## src/rtl/imem_loader.sv

```systemverilog
// Instruction memory loader: packs a valid/ready byte stream into 32-bit
// little-endian words, writes them to consecutive word addresses from 0 and
// raises start_o once the requested number of words has been written.
//
// state | meaning
// IDLE  | waiting for load_req_i; no bytes accepted
// LOAD  | accepting bytes, assembling words and issuing writes
// DONE  | all words written; start_o held high for the CPU
module imem_loader #(
  parameter int DEPTH = 256,
  parameter int CNT_W = 16
) (
  input  logic             clk_i,
  input  logic             rst_i,
  input  logic             load_req_i,
  input  logic [CNT_W-1:0] wlen_i,
  input  logic [7:0]       byte_i,
  input  logic             byte_valid_i,
  output logic             byte_ready_o,
  output logic             mem_we_o,
  output logic [31:0]      mem_addr_o,
  output logic [31:0]      mem_data_o,
  output logic             busy_o,
  output logic             done_o,
  output logic             start_o,
  output logic             err_o
);

  typedef enum logic [1:0] {
    IDLE = 2'd0,
    LOAD = 2'd1,
    DONE = 2'd2
  } state_t;

  state_t           state;
  logic [CNT_W-1:0] wlen_q;
  logic [CNT_W-1:0] idx;
  logic [1:0]       lane;
  logic [23:0]      word_buf;

  logic len_ok;
  logic byte_take;
  logic last_word;

  assign len_ok    = (wlen_i != '0) && (wlen_i <= CNT_W'(DEPTH));
  assign byte_take = (state == LOAD) && byte_valid_i && byte_ready_o;
  assign last_word = (idx == (wlen_q - CNT_W'(1)));

  // Load sequencing, byte packing and registered write/status outputs.
  // A load request takes priority over a byte arriving on the same edge,
  // so an abort always drops the partial word.
  always_ff @(posedge clk_i or negedge rst_i) begin
    if (!rst_i) begin
      state        <= IDLE;
      wlen_q       <= '0;
      idx          <= '0;
      lane         <= 2'd0;
      word_buf     <= '0;
      byte_ready_o <= 1'b0;
      mem_we_o     <= 1'b0;
      mem_addr_o   <= '0;
      mem_data_o   <= '0;
      busy_o       <= 1'b0;
      done_o       <= 1'b0;
      start_o      <= 1'b0;
      err_o        <= 1'b0;
    end else begin
      mem_we_o <= 1'b0;
      if (load_req_i) begin
        idx  <= '0;
        lane <= 2'd0;
        if (len_ok) begin
          state        <= LOAD;
          wlen_q       <= wlen_i;
          err_o        <= 1'b0;
          busy_o       <= 1'b1;
          done_o       <= 1'b0;
          start_o      <= 1'b0;
          byte_ready_o <= 1'b1;
        end else begin
          state        <= IDLE;
          err_o        <= 1'b1;
          busy_o       <= 1'b0;
          done_o       <= 1'b0;
          start_o      <= 1'b0;
          byte_ready_o <= 1'b0;
        end
      end else if (byte_take) begin
        lane <= lane + 2'd1;
        case (lane)
          2'd0:    word_buf[7:0]   <= byte_i;
          2'd1:    word_buf[15:8]  <= byte_i;
          2'd2:    word_buf[23:16] <= byte_i;
          default: ;
        endcase
        if (lane == 2'd3) begin
          mem_we_o   <= 1'b1;
          mem_addr_o <= 32'({idx, 2'b00});
          mem_data_o <= {byte_i, word_buf};
          idx        <= idx + CNT_W'(1);
          if (last_word) begin
            state        <= DONE;
            busy_o       <= 1'b0;
            done_o       <= 1'b1;
            start_o      <= 1'b1;
            byte_ready_o <= 1'b0;
          end
        end
      end
    end
  end

endmodule
```

## config.mk

```make
export PLATFORM = sky130hd
export DESIGN_NAME = imem_loader
export DESIGN_NICKNAME = d
export VERILOG_FILES = /design/src/rtl/imem_loader.sv
export SDC_FILE = /design/constraint.sdc
export NUM_CORES = 1
export LEC_CHECK = 0
export ABC_CLOCK_PERIOD_IN_PS = 2700
export BUFFER_PORTS_ARGS = -buffer_cell sky130_fd_sc_hd__clkbuf_2
export CAP_MARGIN = 20
export CORE_MARGIN = 2
export CORE_UTILIZATION = 40
export DETAILED_ROUTE_END_ITERATION = 12
export GPL_ROUTABILITY_DRIVEN = 0
export MAX_ROUTING_LAYER = met4
export PLACE_DENSITY = 0.62
export SYNTH_ARGS = -nofsm -noshare
export SYNTH_HDL_FRONTEND = slang
export SYNTH_SLANG_ARGS = --single-unit
```

## constraint.sdc

```tcl
create_clock -name clk_i -period 2.7 [get_ports clk_i]
set_input_delay 0.27 -clock clk_i [delete_from_list [all_inputs] [get_ports clk_i]]
set_output_delay 0.27 -clock clk_i [all_outputs]
set_load 0.01 [all_outputs]
```

Word level (Yosys, flattened, before mapping) --
Cells that the tools add are included.
Word-level totals: input bits 28, flip-flop bits (word level) 112, ROM bits 0, word-level logic and storage cells 61, latch bits 0, RAM bits 0, output and inout port bits 70, memories kept 0
Operators by class: bitwise logic cells 1, $lt $le $gt $ge 1, shift operators 0, multipliers 0, mux-type cells 23, div/mod/pow operators 0, reductions and logical operators 15, add/subtract/negate cells 3, eq/ne operators 5
Operators by type and width (count):
- $mux W16 | 3
- $add A16 B1 Y16 const B | 1
- $eq A16 B16 Y1 | 1
- $le A16 B9 Y1 const B | 1
- $reduce_bool A16 Y1 | 1
- $sub A16 B1 Y16 const B | 1
- $reduce_and A3 Y1 | 5
- $mux W1 | 14
- $mux W2 | 6
- $reduce_bool A2 Y1 | 3
- $eq A2 B1 Y1 const B | 2
- $eq A2 B2 Y1 const B | 2
- $reduce_and A2 Y1 | 2
- $logic_and A1 B1 Y1 | 3
- $add A2 B1 Y2 const B | 1
- $logic_not A2 Y1 | 1
- $not A1 Y1 | 1

Logic depth before layout (Yosys ltp) --
Gate-level depths: netlist of the first run.
depth after elaboration 6, depth in mapped cells 9, gate-level depth less buffers 9

Worst setup path before layout of the first run --
OpenSTA, ideal clock, no wires.
kind register -> register, start point register wlen_q[2], end point register state[0], setup time 0.136 ns, setup slack 0.520 ns, stages on the path, launching flop included 8, data arrival time 2.044 ns, clock period less this slack 2.180 ns, path buffers 0, data required time 2.564 ns, path through dfrtp_1 -> nor3_4 -> nand3_4 -> nor4b_4 -> xnor2_1 -> or4_1 -> nor4_2 -> o32ai_1
On the way: cells in the longest elaborated chain, start to end 4
RTL lines:
- from (decl) | RTL line 36 | logic [CNT_W-1:0] wlen_q;
- from (signal assigned) | RTL line 74 | wlen_q <= wlen_i;
- $sub A16 B1 Y16 | RTL line 47 | assign last_word = (idx == (wlen_q - CNT_W'(1)));
- $eq A16 B16 Y1 | RTL line 47
- $reduce_bool A2 Y1 (no line)
- $reduce_and A3 Y1 (no line)
- to (signal assigned) | RTL line 54 | state <= IDLE;
- to (signal assigned) | RTL line 73 | state <= LOAD;
- to (signal assigned) | RTL line 81 | state <= IDLE;
- to (decl) | RTL line 35 | state_t state;
No other way between the ends. A chain may end at the register's enable or synchronous reset.

Worst setup path after layout of the first run --
Same ends and word-level chain as after synthesis.

==> results of run 1 <==
[layout make-up]
type                    count  area (um^2)  area share, %
multi-input cells         270         2100           35.7
clock inverters             5         40.0          0.682
inverters                   9         33.8          0.575
flip-flops and latches    110         2750           46.9
repair buffers             89          495           8.44
well taps                 168          210           3.58
clock buffers              11          243           4.13
[registers in the layout, summed over array words and instances, names as in the netlist]
signal / count
mem_we_o: 1
word_buf: 24
mem_data_o: 32
state: 1
lane: 2
idx: 16
start_o: 1
mem_addr_o: 16
wlen_q: 16
err_o: 1
[per-layer routing]
| metal | track usage, % | wire length (um) | up-vias |
|---|---|---|---|
| li1 | - | - | 1534 |
| met1 | 21.2 | 4590 | 1611 |
| met2 | 24.3 | 4580 | 81 |
| met3 | 3.71 | 380 | 16 |
| met4 | 6.90 | 197 | 0 |
| met5 | - | 0 | - |
[logic make-up after synthesis]
logic type / share of synthesized area (%)
flip-flops: 54.9
AND/OR/NAND/NOR: 11.5
multiplexers: 18.5
buffers and inverters: 4.49
XOR/XNOR: 6.28
AO/OA/AOI/OAI: 2.82
adder cells (fa/ha/maj): 1.50
other: 0.0747
[repair_timing]
| action | in CTS | in global routing |
|---|---|---|
| resized for setup | 0 | 0 |
| hold buffers | 1 | 0 |
| endpoints found under the hold margin | 33 | 0 |
[cell usage in the layout (no fill, tap or decap), types with 7 or more instances in the layout]
cell / n
sky130_fd_sc_hd__inv_1: 8
sky130_fd_sc_hd__o21ai_0: 11
sky130_fd_sc_hd__nor3_1: 10
sky130_fd_sc_hd__mux2_2: 77
sky130_fd_sc_hd__xnor2_1: 20
sky130_fd_sc_hd__clkbuf_2: 80
sky130_fd_sc_hd__dfrtp_1: 110
sky130_fd_sc_hd__nor2b_1: 10
sky130_fd_sc_hd__clkbuf_16: 9
sky130_fd_sc_hd__nand2_1: 21
sky130_fd_sc_hd__a21oi_1: 7
sky130_fd_sc_hd__nor2_1: 29
sky130_fd_sc_hd__conb_1: 16
sky130_fd_sc_hd__xor2_1: 16
[how the worst max path moves through the flow]
stage / to / slack [ps]
floorplan: state[0] / 520
global placement: state[0] / 380
detailed placement: state[0] / 320
CTS: state[0] / 300
global route: state[0] / 190
finish: state[0] / 300
[per-stage QoR]
step	cells	power (mW)	worst slack (ps)	area [um^2]
finish	662	3.08	297	5870
global route	662	3.21	189	5870
CTS	662	3.12	301	5870
detailed placement	645	1.85	316	5580
global placement	645	1.85	377	5580
floorplan	421	1.79	520	5070
[power groups by stage]
stage / Clock, mW / Combinational, mW / Sequential (mW)
final: 1.27 / 0.138 / 1.68
after detailed placement: 0 / 0.139 / 1.71
after global routing: 1.37 / 0.157 / 1.68
after floorplan: 0 / 0.0835 / 1.71
after CTS: 1.30 / 0.141 / 1.68
after global placement: 0 / 0.135 / 1.71
==> tab_implementation.tex, run 1 <==
\begin{tabular}{lr}
\hline
Metric & Value \\
\hline
\multicolumn{2}{l}{\textbf{Status}} \\
\quad Status & complete, no violations \\
\multicolumn{2}{l}{\textbf{Synthesis}} \\
\quad Average cell area after synthesis & 12.4 um\^{}2 \\
\quad Number of enable-type register cells in the synthesized netlist & 0 \\
\quad Synthesized cell area & 5020 um\^{}2 \\
\quad Fraction of synthesis flops using an asynchronous set or reset pin & 100\% \\
\quad Synth area leader & sky130\_fd\_sc\_hd\_\_dfrtp\_1 \\
\quad Synthesized instance count & 406 \\
\quad Portion of synthesized cell area occupied by the leading cell type & 54.9\% \\
\quad Cell with the most instances after synthesis & sky130\_fd\_sc\_hd\_\_dfrtp\_1 \\
\quad Number of flip-flops and latches in the synthesized netlist & 110 \\
\quad Fraction of the yosys area taken by sequential cells & 54.9\% \\
\quad Most common flop cell mapped by yosys & sky130\_fd\_sc\_hd\_\_dfrtp\_1 \\
\quad Commonest cells in the synthesized netlist & sky130\_fd\_sc\_hd\_\_dfrtp\_1, sky130\_fd\_sc\_hd\_\_mux2\_2, sky130\_fd\_sc\_hd\_\_nor2\_1 \\
\quad Dominant cells by area after synthesis & sky130\_fd\_sc\_hd\_\_dfrtp\_1, sky130\_fd\_sc\_hd\_\_mux2\_2, sky130\_fd\_sc\_hd\_\_xnor2\_1 \\
\quad Number of distinct library cells after synthesis & 38 \\
\quad Synth warnings & 0 \\
\multicolumn{2}{l}{\textbf{Worst setup path}} \\
\quad Crit. path cell count & 7 \\
\quad Number of cells traversed by the worst register-to-register path & 7 \\
\quad Data arrival at the endpoint of the critical path & 2630 ps \\
\quad Worst path required time & 2920 ps \\
\quad Kind of start point of the critical path & flop \\
\quad CP max stage delay & 530 ps \\
\quad Ordered list of cells on the worst path & nor3\_4 > nand3\_4 > nor4b\_4 > xnor2\_1 > or4\_1 > nor4\_2 > o32ai\_1 \\
\quad Reg2Reg Launch Point & wlen\_q[2] \\
\quad Endpoint of the lowest-slack register-to-register path & state[0] \\
\quad Slowest library cell on the worst path & sky130\_fd\_sc\_hd\_\_or4\_1 \\
\quad Crit. Startpoint & wlen\_q[2] \\
\quad Reg-to-reg slack, setup & 300 ps \\
\quad Critical Path End Type & flop \\
\quad Setup Crit Path Kind & reg -> reg \\
\quad Largest delay contributor family on the critical path & simple AND/OR/NAND/NOR gates \\
\quad Worst path buffer plus inverter count & 0 \\
\quad Crit-path max FO & 6 \\
\multicolumn{2}{l}{\textbf{Power and ir drop}} \\
\quad Fraction of power consumed by the clock network & 41.0\% \\
\quad Switching Power & 707 uW \\
\quad Internal power consumption & 2.38 mW \\
\quad Sequential share of power & 54.5\% \\
\quad Cell area power density & 525 nW/um\^{}2 \\
\quad Logic pwr share & 4.5\% \\
\quad Total leakage power & 2.96 nW \\
\quad Switching share of power & 22.9\% \\
\quad Worst vdd rail ir drop & 0.232 mV \\
\multicolumn{2}{l}{\textbf{Global routing}} \\
\quad All-layer global routing usage & 16.2\% \\
\quad Maximum number of pins on one net before global-route repair & 54 \\
\quad Via count of the first global-routing pass & 3164 \\
\quad Total gr overflow & 0 \\
\quad Global-route wire length before repair & 16100 um \\
\quad Antenna violations before repair & 0 \\
\multicolumn{2}{l}{\textbf{Clocking}} \\
\quad Clock slew at reported path FFs & 70 ps \\
\quad Clock sink total & 110 \\
\quad Deepest level of the CTS H-tree & 3 \\
\quad Number of CTS-inserted buffers & 9 \\
\quad CTS root buffer & sky130\_fd\_sc\_hd\_\_clkbuf\_16 \\
\quad Clock latency reported for the late side of the worst-skew pair & 350 ps \\
\quad Setup bufs post-CTS & 0 \\
\quad Bufs on Longest Clock Path & 2 \\
\quad Clock tree from TritonCTS & built \\
\multicolumn{2}{l}{\textbf{Floorplanning}} \\
\quad Std cell rows & 40 \\
\quad Area enclosed by the die boundary & 13500 um\^{}2 \\
\quad I/O pin total & 98 \\
\quad Floorplan die width & 116 um \\
\quad Initial cell density of the core & 41.4\% \\
\quad Core footprint & 12100 um\^{}2 \\
\quad Chip Height & 116 um \\
\multicolumn{2}{l}{\textbf{Run}} \\
\quad Maximum Capacitance Violations & 0 \\
\multicolumn{2}{l}{\textbf{Min path}} \\
\quad Worst Hold Path EP & wlen\_q[6] \\
\quad Hold Crit Class & in -> reg \\
\quad Hold path start & wlen\_i[6] \\
\quad Depth of the worst hold-timing path & 2 \\
\multicolumn{2}{l}{\textbf{STA}} \\
\quad Count of endpoints failing setup in the final report & 0 \\
\quad Final Cycle Share & 89.0\% \\
\quad Setup repair after global routing missed its margin & false \\
\quad Max Freq & 416 MHz \\
\quad Setup clock skew after layout & 8.40 ps \\
\quad Minimum period implied by the final worst setup slack & 2400 ps \\
\quad Max-slew violations & 0 \\
\quad Worst hold slack & 168 ps \\
\quad Accumulated negative setup slack & 0 ps \\
\quad Number of hold-slack violations in the final timing report & 0 \\
\multicolumn{2}{l}{\textbf{Drt}} \\
\quad Post-Route WL & 9750 um \\
\quad DRC violations left & 0 \\
\quad Number of routed nets with antenna violations & 0 \\
\quad Detail-routed net length per standard cell & 14.7 um \\
\quad Mean number of vias per cell & 4.90 \\
\quad Detailed-routing iteration count for the pre-antenna-repair pass & 6 \\
\quad Via count & 3242 \\
\quad Initial drt markers & 110 \\
\multicolumn{2}{l}{\textbf{Placement}} \\
\quad Number of buffers inserted by port buffering & 81 \\
\quad HPWL after DPL & 7060 um \\
\multicolumn{2}{l}{\textbf{Layout}} \\
\quad Share of layout cells above drive strength 1 & 37.7\% \\
\quad NumNets Final & 523 \\
\quad Number of fill cells & 1116 \\
\quad Area added between synthesis and finish & 17.0\% \\
\quad Utilization of the core after routing & 48.5\% \\
\quad Antenna Cells & 0 \\
\hline
\end{tabular}
Note: power is estimated with default switching activity, not from simulation.
==> run 2: changes to the inputs <==
--- a/config.mk
+++ b/config.mk
@@ -9,11 +9,11 @@
 export BUFFER_PORTS_ARGS = -buffer_cell sky130_fd_sc_hd__clkbuf_2
 export CAP_MARGIN = 20
 export CORE_MARGIN = 2
-export CORE_UTILIZATION = 40
+export CORE_UTILIZATION = 55
 export DETAILED_ROUTE_END_ITERATION = 12
 export GPL_ROUTABILITY_DRIVEN = 0
 export MAX_ROUTING_LAYER = met4
-export PLACE_DENSITY = 0.62
+export PLACE_DENSITY = 0.81
 export SYNTH_ARGS = -nofsm -noshare
 export SYNTH_HDL_FRONTEND = slang
 export SYNTH_SLANG_ARGS = --single-unit
==> run 2 against run 1 <==
  * Maximum frequency grew 1.2%
  * Worst setup slack gained 30 ps
  * Largest cell class unchanged
  * Sequential share of layout area grew 1.5 points
  * Sequential power is essentially flat
  * Core utilization grew 16 points
  * Power shrank 10%
  * Die area shrank 26%
==> tab_implementation.tex, run 2 (same netlist as run 1, synthesis figures left out) <==
\begin{tabular}{lr}
\hline
Metric & Value \\
\hline
\multicolumn{2}{l}{\textbf{Status}} \\
\quad Status & complete, no violations \\
\multicolumn{2}{l}{\textbf{Global routing}} \\
\quad Antenna violations before repair & 0 (unchanged) \\
\quad Maximum number of pins on one net before global-route repair & 62 (+15\%) \\
\quad Via count of the first global-routing pass & 3084 (-2.5\%) \\
\quad All-layer global routing usage & 20.4\% (+4.2 points) \\
\quad Total gr overflow & 0 (unchanged) \\
\quad Global-route wire length before repair & 15400 um (-4.5\%) \\
\multicolumn{2}{l}{\textbf{Power and ir drop}} \\
\quad Total leakage power & 2.91 nW (-1.7\%) \\
\quad Worst vdd rail ir drop & 0.359 mV (+54\%) \\
\quad Design Power & 2.78 mW (-10\%) \\
\quad Cell area power density & 488 nW/um\^{}2 (-7.2\%) \\
\multicolumn{2}{l}{\textbf{Clocking}} \\
\quad Deepest level of the CTS H-tree & 3 (unchanged) \\
\quad Clock slew at reported path FFs & 110 ps (+40 ps) \\
\quad Bufs on Longest Clock Path & 2 (unchanged) \\
\quad CTS root buffer & sky130\_fd\_sc\_hd\_\_clkbuf\_8 \\
\quad Clock sink total & 110 (unchanged) \\
\quad Number of CTS-inserted buffers & 9 (unchanged) \\
\quad Post-CTS sizing & 0 (unchanged) \\
\quad Clock tree from TritonCTS & built \\
\quad Hold-fix buffer count after cts & 1 (unchanged) \\
\quad Setup bufs post-CTS & 0 (unchanged) \\
\quad Clock latency reported for the late side of the worst-skew pair & 370 ps (+20 ps) \\
\multicolumn{2}{l}{\textbf{Worst setup path}} \\
\quad Endpoint of the lowest-slack register-to-register path & state[0] \\
\quad Worst path buffer plus inverter count & 0 (unchanged) \\
\quad Reg-to-reg slack, setup & 330 ps (+30 ps) \\
\quad Critical Path End & state[0] \\
\quad Worst path required time & 2950 ps (+30 ps) \\
\quad Largest delay contributor family on the critical path & simple AND/OR/NAND/NOR gates \\
\quad Reg2Reg Launch Point & wlen\_q[2] \\
\quad Number of cells traversed by the worst register-to-register path & 7 (unchanged) \\
\quad Ordered list of cells on the worst path & nor3\_4 > nand3\_4 > nor4b\_4 > xnor2\_1 > or4\_1 > nor4\_2 > o32ai\_1 \\
\quad CP max stage delay & 530 ps (about the same) \\
\quad Slowest library cell on the worst path & sky130\_fd\_sc\_hd\_\_or4\_1 \\
\quad Setup Crit Path Kind & reg -> reg \\
\quad Crit-path max FO & 6 (unchanged) \\
\quad Crit. Startpoint & wlen\_q[2] \\
\quad Crit. path cell count & 7 (unchanged) \\
\quad Data arrival at the endpoint of the critical path & 2620 ps (about the same) \\
\quad Kind of start point of the critical path & flop \\
\quad Critical Path End Type & flop \\
\multicolumn{2}{l}{\textbf{STA}} \\
\quad Number of hold-slack violations in the final timing report & 0 (unchanged) \\
\quad Accumulated negative setup slack & 0 ps (unchanged) \\
\quad Final Cycle Share & 87.9\% (-1.1 points) \\
\quad Relative max-transition margin & 57.9\% \\
\quad Count of endpoints failing setup in the final report & 0 (unchanged) \\
\quad Worst hold slack & 130 ps (-37.2 ps) \\
\quad Max Freq & 421 MHz (+1.2\%) \\
\quad Max-slew violations & 0 (unchanged) \\
\quad Setup clock skew after layout & 13.4 ps (+5.02 ps) \\
\quad Worst-margin pin slew & 631 ps \\
\quad Minimum period implied by the final worst setup slack & 2370 ps (-29.6 ps) \\
\quad Setup repair after global routing missed its margin & false \\
\multicolumn{2}{l}{\textbf{Layout}} \\
\quad Utilization of the core after routing & 64.9\% (+16 points) \\
\quad NumNets Final & 522 (-0.19\%) \\
\quad Number of flip-flops under the largest register name & 32 (unchanged) \\
\quad Leading cell type in the layout, fill and taps excluded & sky130\_fd\_sc\_hd\_\_dfrtp\_1 \\
\quad Share of layout cells above drive strength 1 & 37.7\% (+0.076 points) \\
\quad Largest reg by FF count & mem\_data\_o \\
\quad Antenna Cells & 0 (unchanged) \\
\quad Biggest registers after layout & mem\_data\_o (32), word\_buf (24) \\
\quad Commonest non-fill, non-tap cells in the layout & sky130\_fd\_sc\_hd\_\_dfrtp\_1, sky130\_fd\_sc\_hd\_\_clkbuf\_2, sky130\_fd\_sc\_hd\_\_mux2\_2 \\
\quad Area added between synthesis and finish & 13.4\% \\
\quad Number of fill cells & 673 (-40\%) \\
\multicolumn{2}{l}{\textbf{Drt}} \\
\quad Detail-routed net length per standard cell & 15.3 um (+3.6\%) \\
\quad Number of routed nets with antenna violations & 0 (unchanged) \\
\quad Via count & 3228 (-0.43\%) \\
\quad Initial drt markers & 95 (-14\%) \\
\quad Mean number of vias per cell & 5.37 (+9.7\%) \\
\quad Detailed-routing iteration count for the pre-antenna-repair pass & 4 (-2) \\
\quad Post-Route WL & 9170 um (-6.0\%) \\
\quad DRC violations left & 0 (unchanged) \\
\multicolumn{2}{l}{\textbf{Min path}} \\
\quad Hold path start & wlen\_i[5] \\
\quad Hold Crit Class & in -> reg \\
\multicolumn{2}{l}{\textbf{Placement}} \\
\quad Number of buffers inserted by port buffering & 81 (unchanged) \\
\quad HPWL after DPL & 6710 um (-4.9\%) \\
\multicolumn{2}{l}{\textbf{Floorplanning}} \\
\quad I/O pin total & 98 (unchanged) \\
\quad Area enclosed by the die boundary & 9900 um\^{}2 (-26\%) \\
\quad Chip Height & 99.5 um (-14\%) \\
\quad Floorplan die width & 99.5 um (-14\%) \\
\quad Std cell rows & 34 (-15\%) \\
\quad Initial cell density of the core & 57.3\% (+16 points) \\
\quad Core footprint & 8760 um\^{}2 (-28\%) \\
\multicolumn{2}{l}{\textbf{Run}} \\
\quad Maximum Capacitance Violations & 0 (unchanged) \\
\hline
\end{tabular}
-- run 2: how the worst min path moves through the flow --
stage / slack, ps / end / depth (start not counted)
2_1_floorplan: -30 / err_o / 0
3_3_place_gp: 330 / wlen_q[12] / 1
3_5_place_dp: 330 / wlen_q[13] / 1
4_1_cts: 110 / wlen_q[5] / 2
5_1_grt: 110 / wlen_q[5] / 2
6_report: 130 / wlen_q[5] / 2
-- run 2: final cells by class --
type	count	area (um^2)	area share [%]
Multi-Input combinational cell	270	2100	36.8
Tap cell	108	135	2.37
Timing Repair Buffer	88	475	8.35
Sequential cell	110	2750	48.4
Clock inverter	7	75.1	1.32
Inverter	9	33.8	0.594
Clock buffer	9	124	2.18
-- run 2: metal layers --
layer  track usage [%]  part of all wire [%]  vias to the layer above
li1                  -                     -                     1527
met1              27.4                    44                     1605
met2              32.0                    50                       87
met3              4.85                   4.6                        9
met4              5.16                   1.0                        0
met5                 -                     0                        -
-- run 2: stage by stage --
stage	instance area, um^2	setup slack [ps]	cells
detailed placement	5480	338	584
floorplan	5070	520	421
CTS	5690	320	601
finish	5690	327	601
global route	5690	174	601
global placement	5480	391	584
-- run 2: where the power goes --
| part | internal (mW) | switching, mW | leakage (nW) |
|---|---|---|---|
| Clock | 0.368 | 0.593 | 0.0985 |
| Sequential | 1.66 | 0.0165 | 1.51 |
| Combinational | 0.0500 | 0.0841 | 1.30 |
